File: config.mk
export PLATFORM = sky130hd
export DESIGN_NAME = seq_pattern_generator_flat
export DESIGN_NICKNAME = d
export VERILOG_FILES = /design/src/rtl/seq_pattern_generator_pkg.sv /design/src/rtl/seq_pattern_generator_if.sv /design/src/rtl/seq_gen_shifter.sv /design/src/rtl/seq_pattern_generator.sv /design/src/flat_wrapper.sv
export SDC_FILE = /design/constraint.sdc
export NUM_CORES = 1
export LEC_CHECK = 0
export BUFFER_PORTS_ARGS = -buffer_cell sky130_fd_sc_hd__buf_2
export CORE_AREA = 4 4 105 107
export CTS_CLUSTER_DIAMETER = 120
export DETAILED_ROUTE_END_ITERATION = 8
export DIE_AREA = 0 0 109 111
export GPL_TIMING_DRIVEN = 0
export PLACE_DENSITY = 0.43
export SLEW_MARGIN = 0
export SYNTH_ARGS = -nofsm -noshare
export SYNTH_HDL_FRONTEND = slang
export SYNTH_SLANG_ARGS = --single-unit
File: constraint.sdc
create_clock -name clk -period 3.9 [get_ports clk]
set_input_delay 0.195 -clock clk [delete_from_list [all_inputs] [get_ports clk]]
set_output_delay 0.195 -clock clk [all_outputs]
set_load 0.05 [all_outputs]
File: src/rtl/seq_pattern_generator_pkg.sv
// Shared definitions for the serial pattern generator.
// Holds the FSM state encoding and the default parameter widths used by
// seq_pattern_generator and seq_gen_shifter.
package seq_gen_pkg;
  localparam int MAX_LEN_DEF = 8;  // pattern register width
  localparam int LEN_W_DEF   = 4;  // pat_len width, must hold MAX_LEN
  localparam int REP_W_DEF   = 8;  // rep_count width
  localparam int GAP_W_DEF   = 4;  // gap_len width

  typedef enum logic [1:0] {
    IDLE  = 2'd0,
    SHIFT = 2'd1,
    GAP   = 2'd2,
    DONE  = 2'd3
  } state_e;
endpackage

File: src/rtl/seq_pattern_generator_if.sv
// Serial output stream of the pattern generator.
//   bit_out   : serial data bit
//   bit_valid : bit_out is valid
//   last_bit  : final bit of a repetition (qualified by bit_valid)
//   ready     : sink accepts bit_out this cycle
// master = generator side, slave = sink side.
interface seq_pattern_generator_if;
  logic bit_out;
  logic bit_valid;
  logic last_bit;
  logic ready;

  modport master (output bit_out, output bit_valid, output last_bit, input ready);
  modport slave  (input bit_out, input bit_valid, input last_bit, output ready);
endinterface

File: src/rtl/seq_gen_shifter.sv
// Pattern shift register with bit-index down-counter.
//   load_i      : load pattern_i, left-aligned so bit [len_i-1] appears first
//   load_fill_i : load all bits with fill_i (gap mode, last_o stays 0)
//   advance_i   : shift to the next bit
//   bit_o       : current bit (MSB of the shift register)
//   last_o      : current bit is bit 0 of the pattern
// Both outputs come straight from flops. len_i must be 1..MAX_LEN on load.
module seq_gen_shifter
  import seq_gen_pkg::*;
#(
  parameter int MAX_LEN = MAX_LEN_DEF,
  parameter int LEN_W   = LEN_W_DEF
) (
  input  logic               clk,
  input  logic               reset,
  input  logic               load_i,
  input  logic               load_fill_i,
  input  logic               advance_i,
  input  logic [MAX_LEN-1:0] pattern_i,
  input  logic [LEN_W-1:0]   len_i,
  input  logic               fill_i,
  output logic               bit_o,
  output logic               last_o
);
  logic [MAX_LEN-1:0] sr_q;
  logic [LEN_W-1:0]   cnt_q;
  logic               last_q;
  logic               fill_mode_q;
  logic [LEN_W-1:0]   sh_amt;

  assign sh_amt = LEN_W'(MAX_LEN) - len_i;

  always_ff @(posedge clk or posedge reset) begin
    if (reset) begin
      sr_q        <= '0;
      cnt_q       <= '0;
      last_q      <= 1'b0;
      fill_mode_q <= 1'b0;
    end else if (load_i) begin
      sr_q        <= pattern_i << sh_amt;
      cnt_q       <= len_i - LEN_W'(1);
      last_q      <= (len_i == LEN_W'(1));
      fill_mode_q <= 1'b0;
    end else if (load_fill_i) begin
      sr_q        <= {MAX_LEN{fill_i}};
      cnt_q       <= '0;
      last_q      <= 1'b0;
      fill_mode_q <= 1'b1;
    end else if (advance_i) begin
      // Replicating the LSB keeps a fill word constant for any gap length.
      sr_q   <= {sr_q[MAX_LEN-2:0], sr_q[0]};
      cnt_q  <= cnt_q - LEN_W'(1);
      last_q <= !fill_mode_q && (cnt_q == LEN_W'(1));
    end
  end

  assign bit_o  = sr_q[MAX_LEN-1];
  assign last_o = last_q;
endmodule

File: src/rtl/seq_pattern_generator.sv
// Serial pattern transmitter: sends a pattern MSB-first rep_count times with
// optional gap_len fill bits between repetitions, 1 bit/cycle with valid/ready.
//   clk, reset           : clock, async active-high reset
//   start                : request a burst (taken only while busy=0)
//   pattern, pat_len     : pattern bits and length (clamped to MAX_LEN)
//   rep_count            : number of repetitions
//   gap_len, gap_fill    : fill bits between repetitions and their value
//   busy, done           : burst in progress / 1-cycle completion pulse
//   stream (master)      : bit_out, bit_valid, last_bit, ready
module seq_pattern_generator
  import seq_gen_pkg::*;
#(
  parameter int MAX_LEN = MAX_LEN_DEF,
  parameter int LEN_W   = LEN_W_DEF,
  parameter int REP_W   = REP_W_DEF,
  parameter int GAP_W   = GAP_W_DEF
) (
  input  logic                   clk,
  input  logic                   reset,
  input  logic                   start,
  input  logic [MAX_LEN-1:0]     pattern,
  input  logic [LEN_W-1:0]       pat_len,
  input  logic [REP_W-1:0]       rep_count,
  input  logic [GAP_W-1:0]       gap_len,
  input  logic                   gap_fill,
  output logic                   busy,
  output logic                   done,
  seq_pattern_generator_if.master stream
);
  state_e             state_q;
  logic [MAX_LEN-1:0] pat_q;
  logic [LEN_W-1:0]   len_q;
  logic [REP_W-1:0]   rep_q;
  logic [GAP_W-1:0]   gap_len_q;
  logic [GAP_W-1:0]   gap_q;
  logic               fill_q;
  logic               valid_q;
  logic               busy_q;
  logic               done_q;

  logic [LEN_W-1:0]   len_c;
  logic               accept, degen, xfer, end_rep, more_reps;
  logic               sh_load, sh_load_fill, sh_bit, sh_last;

  assign len_c     = (pat_len > LEN_W'(MAX_LEN)) ? LEN_W'(MAX_LEN) : pat_len;
  // DONE also has busy=0, so a start there begins the next burst directly.
  assign accept    = start && (state_q == IDLE || state_q == DONE);
  assign degen     = (len_c == '0) || (rep_count == '0);
  assign xfer      = valid_q && stream.ready;
  assign end_rep   = xfer && sh_last && (state_q == SHIFT);
  assign more_reps = (rep_q != REP_W'(1));

  assign sh_load      = (accept && !degen)
                      || (end_rep && more_reps && gap_len_q == '0)
                      || (state_q == GAP && xfer && gap_q == GAP_W'(1));
  assign sh_load_fill = end_rep && more_reps && (gap_len_q != '0);

  seq_gen_shifter #(
    .MAX_LEN (MAX_LEN),
    .LEN_W   (LEN_W)
  ) u_shifter (
    .clk         (clk),
    .reset       (reset),
    .load_i      (sh_load),
    .load_fill_i (sh_load_fill),
    .advance_i   (xfer),
    .pattern_i   (accept ? pattern : pat_q),
    .len_i       (accept ? len_c : len_q),
    .fill_i      (fill_q),
    .bit_o       (sh_bit),
    .last_o      (sh_last)
  );

  always_ff @(posedge clk or posedge reset) begin
    if (reset) begin
      state_q   <= IDLE;
      pat_q     <= '0;
      len_q     <= '0;
      rep_q     <= '0;
      gap_len_q <= '0;
      gap_q     <= '0;
      fill_q    <= 1'b0;
      valid_q   <= 1'b0;
      busy_q    <= 1'b0;
      done_q    <= 1'b0;
    end else begin
      done_q <= 1'b0;
      case (state_q)
        IDLE, DONE: begin
          if (start) begin
            pat_q     <= pattern;
            len_q     <= len_c;
            rep_q     <= rep_count;
            gap_len_q <= gap_len;
            fill_q    <= gap_fill;
            if (degen) begin
              state_q <= DONE;
              done_q  <= 1'b1;
            end else begin
              state_q <= SHIFT;
              valid_q <= 1'b1;
              busy_q  <= 1'b1;
            end
          end else begin
            state_q <= IDLE;
          end
        end
        SHIFT: begin
          if (end_rep) begin
            rep_q <= rep_q - REP_W'(1);
            if (!more_reps) begin
              state_q <= DONE;
              valid_q <= 1'b0;
              busy_q  <= 1'b0;
              done_q  <= 1'b1;
            end else if (gap_len_q != '0) begin
              state_q <= GAP;
              gap_q   <= gap_len_q;
            end
          end
        end
        GAP: begin
          if (xfer) begin
            if (gap_q == GAP_W'(1)) state_q <= SHIFT;
            else                    gap_q   <= gap_q - GAP_W'(1);
          end
        end
        default: state_q <= IDLE;
      endcase
    end
  end

  assign stream.bit_out   = sh_bit;
  assign stream.last_bit  = sh_last;
  assign stream.bit_valid = valid_q;
  assign busy             = busy_q;
  assign done             = done_q;
endmodule
File: src/flat_wrapper.sv
// flat-port wrapper written by rule: the top's interface ports become plain ports
module seq_pattern_generator_flat import seq_gen_pkg::*;
#(
  parameter int MAX_LEN = MAX_LEN_DEF,
  parameter int LEN_W   = LEN_W_DEF,
  parameter int REP_W   = REP_W_DEF,
  parameter int GAP_W   = GAP_W_DEF
)
  (clk, reset, start, pattern, pat_len, rep_count, gap_len, gap_fill, busy, done, stream_bit_out, stream_bit_valid, stream_last_bit, stream_ready);
  seq_pattern_generator_if stream_i ();
  input  logic clk;
  input  logic reset;
  input  logic start;
  input  logic [MAX_LEN-1:0] pattern;
  input  logic [LEN_W-1:0] pat_len;
  input  logic [REP_W-1:0] rep_count;
  input  logic [GAP_W-1:0] gap_len;
  input  logic gap_fill;
  output logic busy;
  output logic done;
  output wire logic [$bits(stream_i.bit_out)-1:0] stream_bit_out;
  output wire logic [$bits(stream_i.bit_valid)-1:0] stream_bit_valid;
  output wire logic [$bits(stream_i.last_bit)-1:0] stream_last_bit;
  input wire logic [$bits(stream_i.ready)-1:0] stream_ready;
  assign stream_bit_out = stream_i.bit_out;
  assign stream_bit_valid = stream_i.bit_valid;
  assign stream_last_bit = stream_i.last_bit;
  assign stream_i.ready = stream_ready;
  seq_pattern_generator #(.MAX_LEN(MAX_LEN), .LEN_W(LEN_W), .REP_W(REP_W), .GAP_W(GAP_W)) u_core (.clk(clk), .reset(reset), .start(start), .pattern(pattern), .pat_len(pat_len), .rep_count(rep_count), .gap_len(gap_len), .gap_fill(gap_fill), .busy(busy), .done(done), .stream(stream_i));
endmodule
# Yosys cells after proc, flatten, opt, wreduce, memory -nomap -nowiden
# Cells that the tools add are included.
dict set report word_totals {
  reg_bits 47
  latchBits 0
  ramBits 0
  rom_bits 0
  wordCells 111
  n_memories 0
}
dict set report op_classes {
  n_addsub 5
  multipliers 0
  div 0
  order_cmp 1
  eq_ne 17
  shifts 1
  muxes 41
  bitwise_logic 0
  reduce_logical 32
}
# op n
set ops {}
lappend ops {{2-to-1 mux 8 bit} 6}
lappend ops {{2-to-1 mux 4 bit} 10}
lappend ops {{one-hot mux 8 bit (2 select lines)} 1}
lappend ops {{2-to-1 mux 2 bit} 7}
lappend ops {{2-to-1 mux 1 bit} 13}
lappend ops {{== test 4 x 1 -> 1 bit (second input constant)} 3}
lappend ops {{!= test 2 bit (second input constant)} 6}
lappend ops {{subtractor 4 x 1 -> 4 bit (second input constant)} 3}
lappend ops {{logical AND 1 bit} 11}
lappend ops {{zero test 4 bit} 2}
lappend ops {{zero test 8 bit} 1}
lappend ops {{!= test 8 x 1 -> 1 bit (second input constant)} 1}
lappend ops {{one-hot mux 4 bit (2 select lines)} 1}
lappend ops {{<< shifter 8 x 4 -> 8 bit} 1}
lappend ops {{subtractor 8 x 1 -> 8 bit (second input constant)} 1}
lappend ops {{!= test 2 x 1 -> 1 bit (second input constant)} 3}
lappend ops {{one-hot mux 2 bit (3 select lines)} 1}
lappend ops {{AND reduction 6 bit} 1}
lappend ops {{nonzero test 2 bit} 3}
lappend ops {{AND reduction 5 bit} 1}
lappend ops {{== test 2 bit (second input constant)} 2}
lappend ops {{greater-than comparator 4 bit (second input constant)} 1}
lappend ops {{logical OR 1 bit} 4}
lappend ops {{one-hot mux 1 bit (2 select lines)} 2}
lappend ops {{other kinds (11)} 12}

# Logic depth before layout (Yosys ltp)
dict set report depth {
  depth_word 9
  ltp_mapped 11
}

# Hierarchy
# Synthesis repeated with hierarchy kept, for this count alone.
dict set report hier_totals {
  hier_cells 299
  hier_area_um2 2859.0
}
# module n_inst cells_each area_per_inst_um2 seq_area_each_um2
set modules_own_cells {}
lappend modules_own_cells {seq_pattern_generator 1 182 1796.7 825.8}
lappend modules_own_cells {seq_gen_shifter 1 117 1062.3 350.3}

# Worst setup path after synthesis
# OpenSTA, ideal clock, no wires.
dict set report synth_timing {
  path_kind {flip-flop to flip-flop}
  from {register u_core.state_q[0]}
  to {register u_core.u_shifter.sr_q[2]}
  t_arrival_ps 2708
  required_ps 3827
  slack_ps 1119
  path_stages_with_launch 12
  n_path_buf 2
  period_less_slack_ps 2781
  cell_sequence {dfrtp_1 -> inv_1 -> ha_1 -> and2_4 -> buf_6 -> a21oi_1 -> inv_1 -> ha_1 -> clkbuf_1 -> mux2_2 -> or3_1 -> a21oi_2}
}
dict set report synth_via {
  elab_chain_cells 7
  word_cells_on_any_way 22
  classes_between {add/sub: 1; eq/ne: 3; shift: 1; mux: 4; reduce/logical: 13}
}
# element line
set synth_rtl {}
lappend synth_rtl {{start: declaration} seq_pattern_generator.sv:30} ;# state_e state_q;
lappend synth_rtl {{start signal: assignment} seq_pattern_generator.sv:76} ;# state_q <= IDLE;
lappend synth_rtl {{start signal: assignment} seq_pattern_generator.sv:97} ;# state_q <= DONE;
lappend synth_rtl {{start signal: assignment} seq_pattern_generator.sv:100} ;# state_q <= SHIFT;
lappend synth_rtl {{== test 2 bit (tied with other cells)} seq_pattern_generator.sv:47} ;# assign accept = start && (state_q == IDLE || state_q == DONE);
lappend synth_rtl {{logical OR 1 bit / logical AND 1 bit (equally long branches)} {seq_pattern_generator.sv:47, seq_pattern_generator.sv:50}}
lappend synth_rtl {{logical AND 1 bit, on equally long branches} {seq_pattern_generator.sv:47, seq_pattern_generator.sv:54, seq_pattern_generator.sv:56}}
lappend synth_rtl {{2-to-1 mux 4 bit (tied with other cells)} seq_pattern_generator.sv:68} ;# .len_i (accept ? len_c : len_q),
lappend synth_rtl {{subtractor 4 bit / logical OR 1 bit (equally long branches)} {seq_gen_shifter.sv:31, seq_pattern_generator.sv:54}}
lappend synth_rtl {{<< shifter 8 x 4 -> 8 bit / logical OR 1 bit (equally long branches)} {seq_gen_shifter.sv:40, seq_pattern_generator.sv:55}}
lappend synth_rtl {{2-to-1 mux 8 bit / nonzero test 3 bit (equally long branches)} -}
lappend synth_rtl {{end signal: assignment} seq_gen_shifter.sv:40} ;# sr_q <= pattern_i << sh_amt;
lappend synth_rtl {{end signal: assignment} seq_gen_shifter.sv:45} ;# sr_q <= {MAX_LEN{fill_i}};
lappend synth_rtl {{end signal: assignment} seq_gen_shifter.sv:51} ;# sr_q <= {sr_q[MAX_LEN-2:0], sr_q[0]};
lappend synth_rtl {{end: declaration} seq_gen_shifter.sv:25} ;# logic [MAX_LEN-1:0] sr_q;
# Parallel ways exist; a longest one is shown, timed or not.
# A chain may end at the register's enable or synchronous reset.

# Worst setup path in the final report
# Same ends and word-level chain as after synthesis.

==> impl_metrics.tcl <==
set metrics [dict create \
    startpoint_type "flip-flop" \
    power_switching_share_pct 23.7 \
    crit_start "u_core.state_q[0]$_DFFE_PP0P_" \
    r2r_start "u_core.state_q[0]$_DFFE_PP0P_" \
    slew_headroom_pct 39.6 \
    dieArea_sq_um 12100 \
    n_fill_cell 1090 \
    grt_max_degree 39 \
    clkTransAtPathRegs_ns 0.10 \
    highest_layer "met4" \
    synth-seq-cells 47 \
    core_area_sq_um 10100 \
    routed_wirelength_mm 8.11 \
    clock-sinks 47 \
    clockBufferDepth 2 \
    synth_flop_cell "dfrtp_1" \
    power_frac_comb_pct 4.9 \
    critPathCaptureType "flip-flop" \
    grt_usage_pct 14.0 \
    synth_top_family_by_area "simple AND/OR/NAND/NOR gates" \
    dr.pass1.iters 4 \
    path_buf_inv 4 \
    htree_levels 2 \
    synth_edf_count 0 \
    synth_cells 348 \
    crit_path_max_incr_delay_ns 0.40 \
    synthAdderAreaFrac_pct 3.82 \
    numPortBuffers 33 \
    ys_seq_area_share_pct 39.9 \
    grt_pass1_wl_mm 13.5 \
    stdcell_area_sq_um 3400 \
    critical_path_required_ns 4.13 \
    die_h_microns 111 \
    muxShareOfSynthArea_pct 6.41 \
    syn_area_sq_um 2950 \
    hold_path.class "input pin to flip-flop" \
    critPathCapture "u_core.u_shifter.sr_q[2]$_DFFE_PP0P_" \
    hold_violations 0 \
    final_layout_size_suffix_gt1_share_pct 15.9 \
    syn-num-nets 386 \
    finalCritPeriodShare_pct 82.7 \
    wl_per_cell_microns 15.4 \
    antenna_left 0 \
    cp.depth 11 \
    async_flop_share_pct 100 \
    slowest_stage "ha_1" \
    crit_chain "inv_1 > ha_1 > and2_4 > buf_6 > a21oi_1 > inv_1 > ha_1 > clkbuf_1 > mux2_2 > or3_1 > a21oi_2" \
    fin_skew_ns 0.0141 \
    viasPerCell 5.07 \
    num_antenna_cells 0 \
    worstHoldPathCells 3 \
    clock.fmax_ghz 0.310 \
    cts-root-buf "clkbuf_8" \
    die-width_microns 109 \
    route.met2.wl_mm 3.86 \
    rr_worst_depth 11 \
    finalWorstSetupSlack_ns 0.676 \
    grt_overflow 0 \
    drc 0 \
    drtIter0Drc 104 \
    finalSetupTns_ns 0 \
    maxCapViolCount 0 \
    rsz0062_at_grt "no" \
    powerDensity_nw_per_um2 248 \
    dp_hpwl_mm 6.23 \
    drv_slew 0 \
    clkPwrFrac_pct 37.4 \
    crit_type "flip-flop to flip-flop" \
    finalNonFillerCells 526 \
    synth-xor-area-share_pct 0.850 \
    cts_buffers 5 \
    synth_compound_area_share_pct 20.7 \
    worstPathMaxFanout 9 \
    start_util_pct 29.1 \
    power_frac_seq_pct 57.7 \
    place.gp.congestion 0.728 \
    fin_crit_ns 3.22 \
    area_delta_synth_final_pct 15.4 \
    core.rowCount 37 \
    leakage_nw 1.66 \
    ys_types 56 \
    r2r_slack_ns 0.68 \
    dp.cells 518 \
    cts_tree "done" \
    yosysWarnings 0 \
    antenna_found_initial 0 \
    crit_family "adder cells" \
    p_int_uw 643 \
    nNetsFinal 428 \
    vias 2669 \
    cts_setup_buffers 0 \
    dp_slack_ns 0.682 \
    setup_viol 0 \
    ctsResizeCount 0 \
    ios 34 \
    clk_latency_ns 0.31 \
    met3_length_microns 244 \
    utilization_pct 33.5 \
    multiInputGateArea_sq_um 1620 \
    drt-met1-wl_mm 3.93 \
    place_area_sq_um 3300 \
    tightest_slew_ns 0.896 \
    r2r_end "u_core.u_shifter.sr_q[2]$_DFFE_PP0P_" \
    seq_area_sq_um 1180 \
    status "finished, final reports clean" \
    synth-simple-area-share_pct 23.1 \
    p_switching_uw 200 \
    cp.arrival_ns 3.45 \
    ir_worst_vdd_mv 0.123 \
    avgSynthCellArea_sq_um 8.46 \
    grt_pass1_vias 2672 \
]
## per-stage QoR
step           power [mW]  hold WS (ns)
3_3_place_gp        0.536         0.389
3_5_place_dp        0.539         0.145
4_1_cts             0.856        0.0687
6_report            0.844        0.0695
2_1_floorplan       0.510         0.300
5_1_grt             0.879        0.0779
## cell families (layout without fill, tap and decap cells)
logic type	Yosys count	in the layout
simple gates	138	138
xor+xnor	2	2
compound gates	97	97
mux	18	18
buf+inv	37	79
fa+ha+maj	9	9
flops	47	47
## Yosys cell counts (3+ instances only)
master    number  share of area (%)
mux2i_1       11                3.7
nor2b_1        8                1.7
inv_1         23                2.9
nor3b_1        3               0.76
mux2_2         7                2.7
a31oi_1        7                1.5
a211oi_1       6                1.5
a21o_1         4                1.0
nand3_1        7                1.2
a21oi_1       23                3.9
o21ai_0       26                4.4
nor2_1        19                2.4
dfrtp_1       47                 40
nor4_1         4               0.85
o22ai_1        7                1.5
ha_1           9                3.8
nand4_1        3               0.64
nand2_1       58                7.4
and2_1         3               0.64
or4_1          5                1.3
nor3_1         9                1.5
or3_1          6                1.3
clkbuf_1      10                1.3
## worst reg2reg max path: stages (launching register included)
cell	delay, ns
dfrtp_1	0.37
inv_1	0.06
ha_1	0.40
and2_4	0.21
buf_6	0.12
a21oi_1	0.35
inv_1	0.15
ha_1	0.30
clkbuf_1	0.36
mux2_2	0.39
or3_1	0.33
a21oi_2	0.12
## layout make-up
type                            instances  share of cell area [%]
Multi-Input combinational cell        264                    47.6
Sequential cell                        47                    34.6
Timing Repair Buffer                   35                    5.74
Tap cell                              136                    5.01
Inverter                               23                    2.54
Clock buffer                            6                    2.43
Buffer                                 14                    1.95
Clock inverter                          1                   0.147
## flip-flops by register name, summed over array words and instances, names as in the netlist
register,count
u_core.state_q,2
u_core.rep_q,8
u_core.len_q,4
u_core.fill_q,1
u_core.stream.bit_valid,1
u_core.u_shifter.fill_mode_q,1
u_core.u_shifter.sr_q,8
u_core.gap_q,4
u_core.pat_q,8
u_core.done,1
u_core.gap_len_q,4
u_core.u_shifter.last_o,1
u_core.u_shifter.cnt_q,4
## metal layers
| metal | GRT usage (%) | vias to the layer above |
|---|---|---|
| met5 | 0 | - |
| met4 | 3.03 | 0 |
| met3 | 2.21 | 8 |
| met2 | 23.0 | 37 |
| met1 | 19.2 | 1298 |
| li1 | - | 1326 |
## cell usage in the layout, fill, tap and decap left out, types with 2 or more instances in the layout
master	synthesis	final
nand4_1	3	3
a211oi_1	6	6
nor2b_1	8	8
a21oi_2	2	2
buf_2	2	35
nand2_1	58	58
nand3_1	7	7
or2_2	2	2
clkbuf_8	0	6
and2_4	2	2
a31oi_1	7	7
a21boi_0	2	2
nor3_1	9	9
o211ai_1	2	2
o22ai_1	7	7
nor3b_1	3	3
o21ai_1	2	2
nand2b_1	2	2
and2_1	3	3
mux2i_1	11	11
inv_1	23	22
a21o_1	4	4
nor4_1	4	4
dfrtp_1	47	47
ha_1	9	9
mux2_2	7	7
a221oi_1	2	2
nor2_1	19	19
o21ai_0	26	26
or3_1	6	6
o22a_1	2	2
a21oi_1	23	23
or4_1	5	5
clkbuf_1	10	10
## power by group through the flow
stage          combinational [mW]  clock (mW)  sequential [mW]
4_1_cts                    0.0430       0.326            0.487
6_report                   0.0416       0.315            0.487
2_1_floorplan              0.0139           0            0.497
5_1_grt                    0.0473       0.345            0.487
3_5_place_dp               0.0422           0            0.497
3_3_place_gp               0.0394           0            0.497
## worst min-delay path by stage
stage / start / endpoint / slack [ns]
floorplan: gap_fill / u_core.fill_q$_DFFE_PP0N_ / 0.30
detailed placement: reset / u_core.pat_q[3]$_DFFE_PP0N_ / 0.15
finish: gap_len[2] / u_core.gap_len_q[2]$_DFFE_PP0N_ / 0.07
global route: gap_len[1] / u_core.gap_len_q[1]$_DFFE_PP0N_ / 0.08
global placement: gap_len[2] / u_core.gap_len_q[2]$_DFFE_PP0N_ / 0.39
CTS: gap_len[0] / u_core.gap_len_q[0]$_DFFE_PP0N_ / 0.07
## what timing repair did
item | in CTS | in global routing
hold endpoints to repair | 9 | 0
setup endpoints to repair | 0 | 0
hold buffers | 1 | 0
Power figures use the tool's default switching activity.
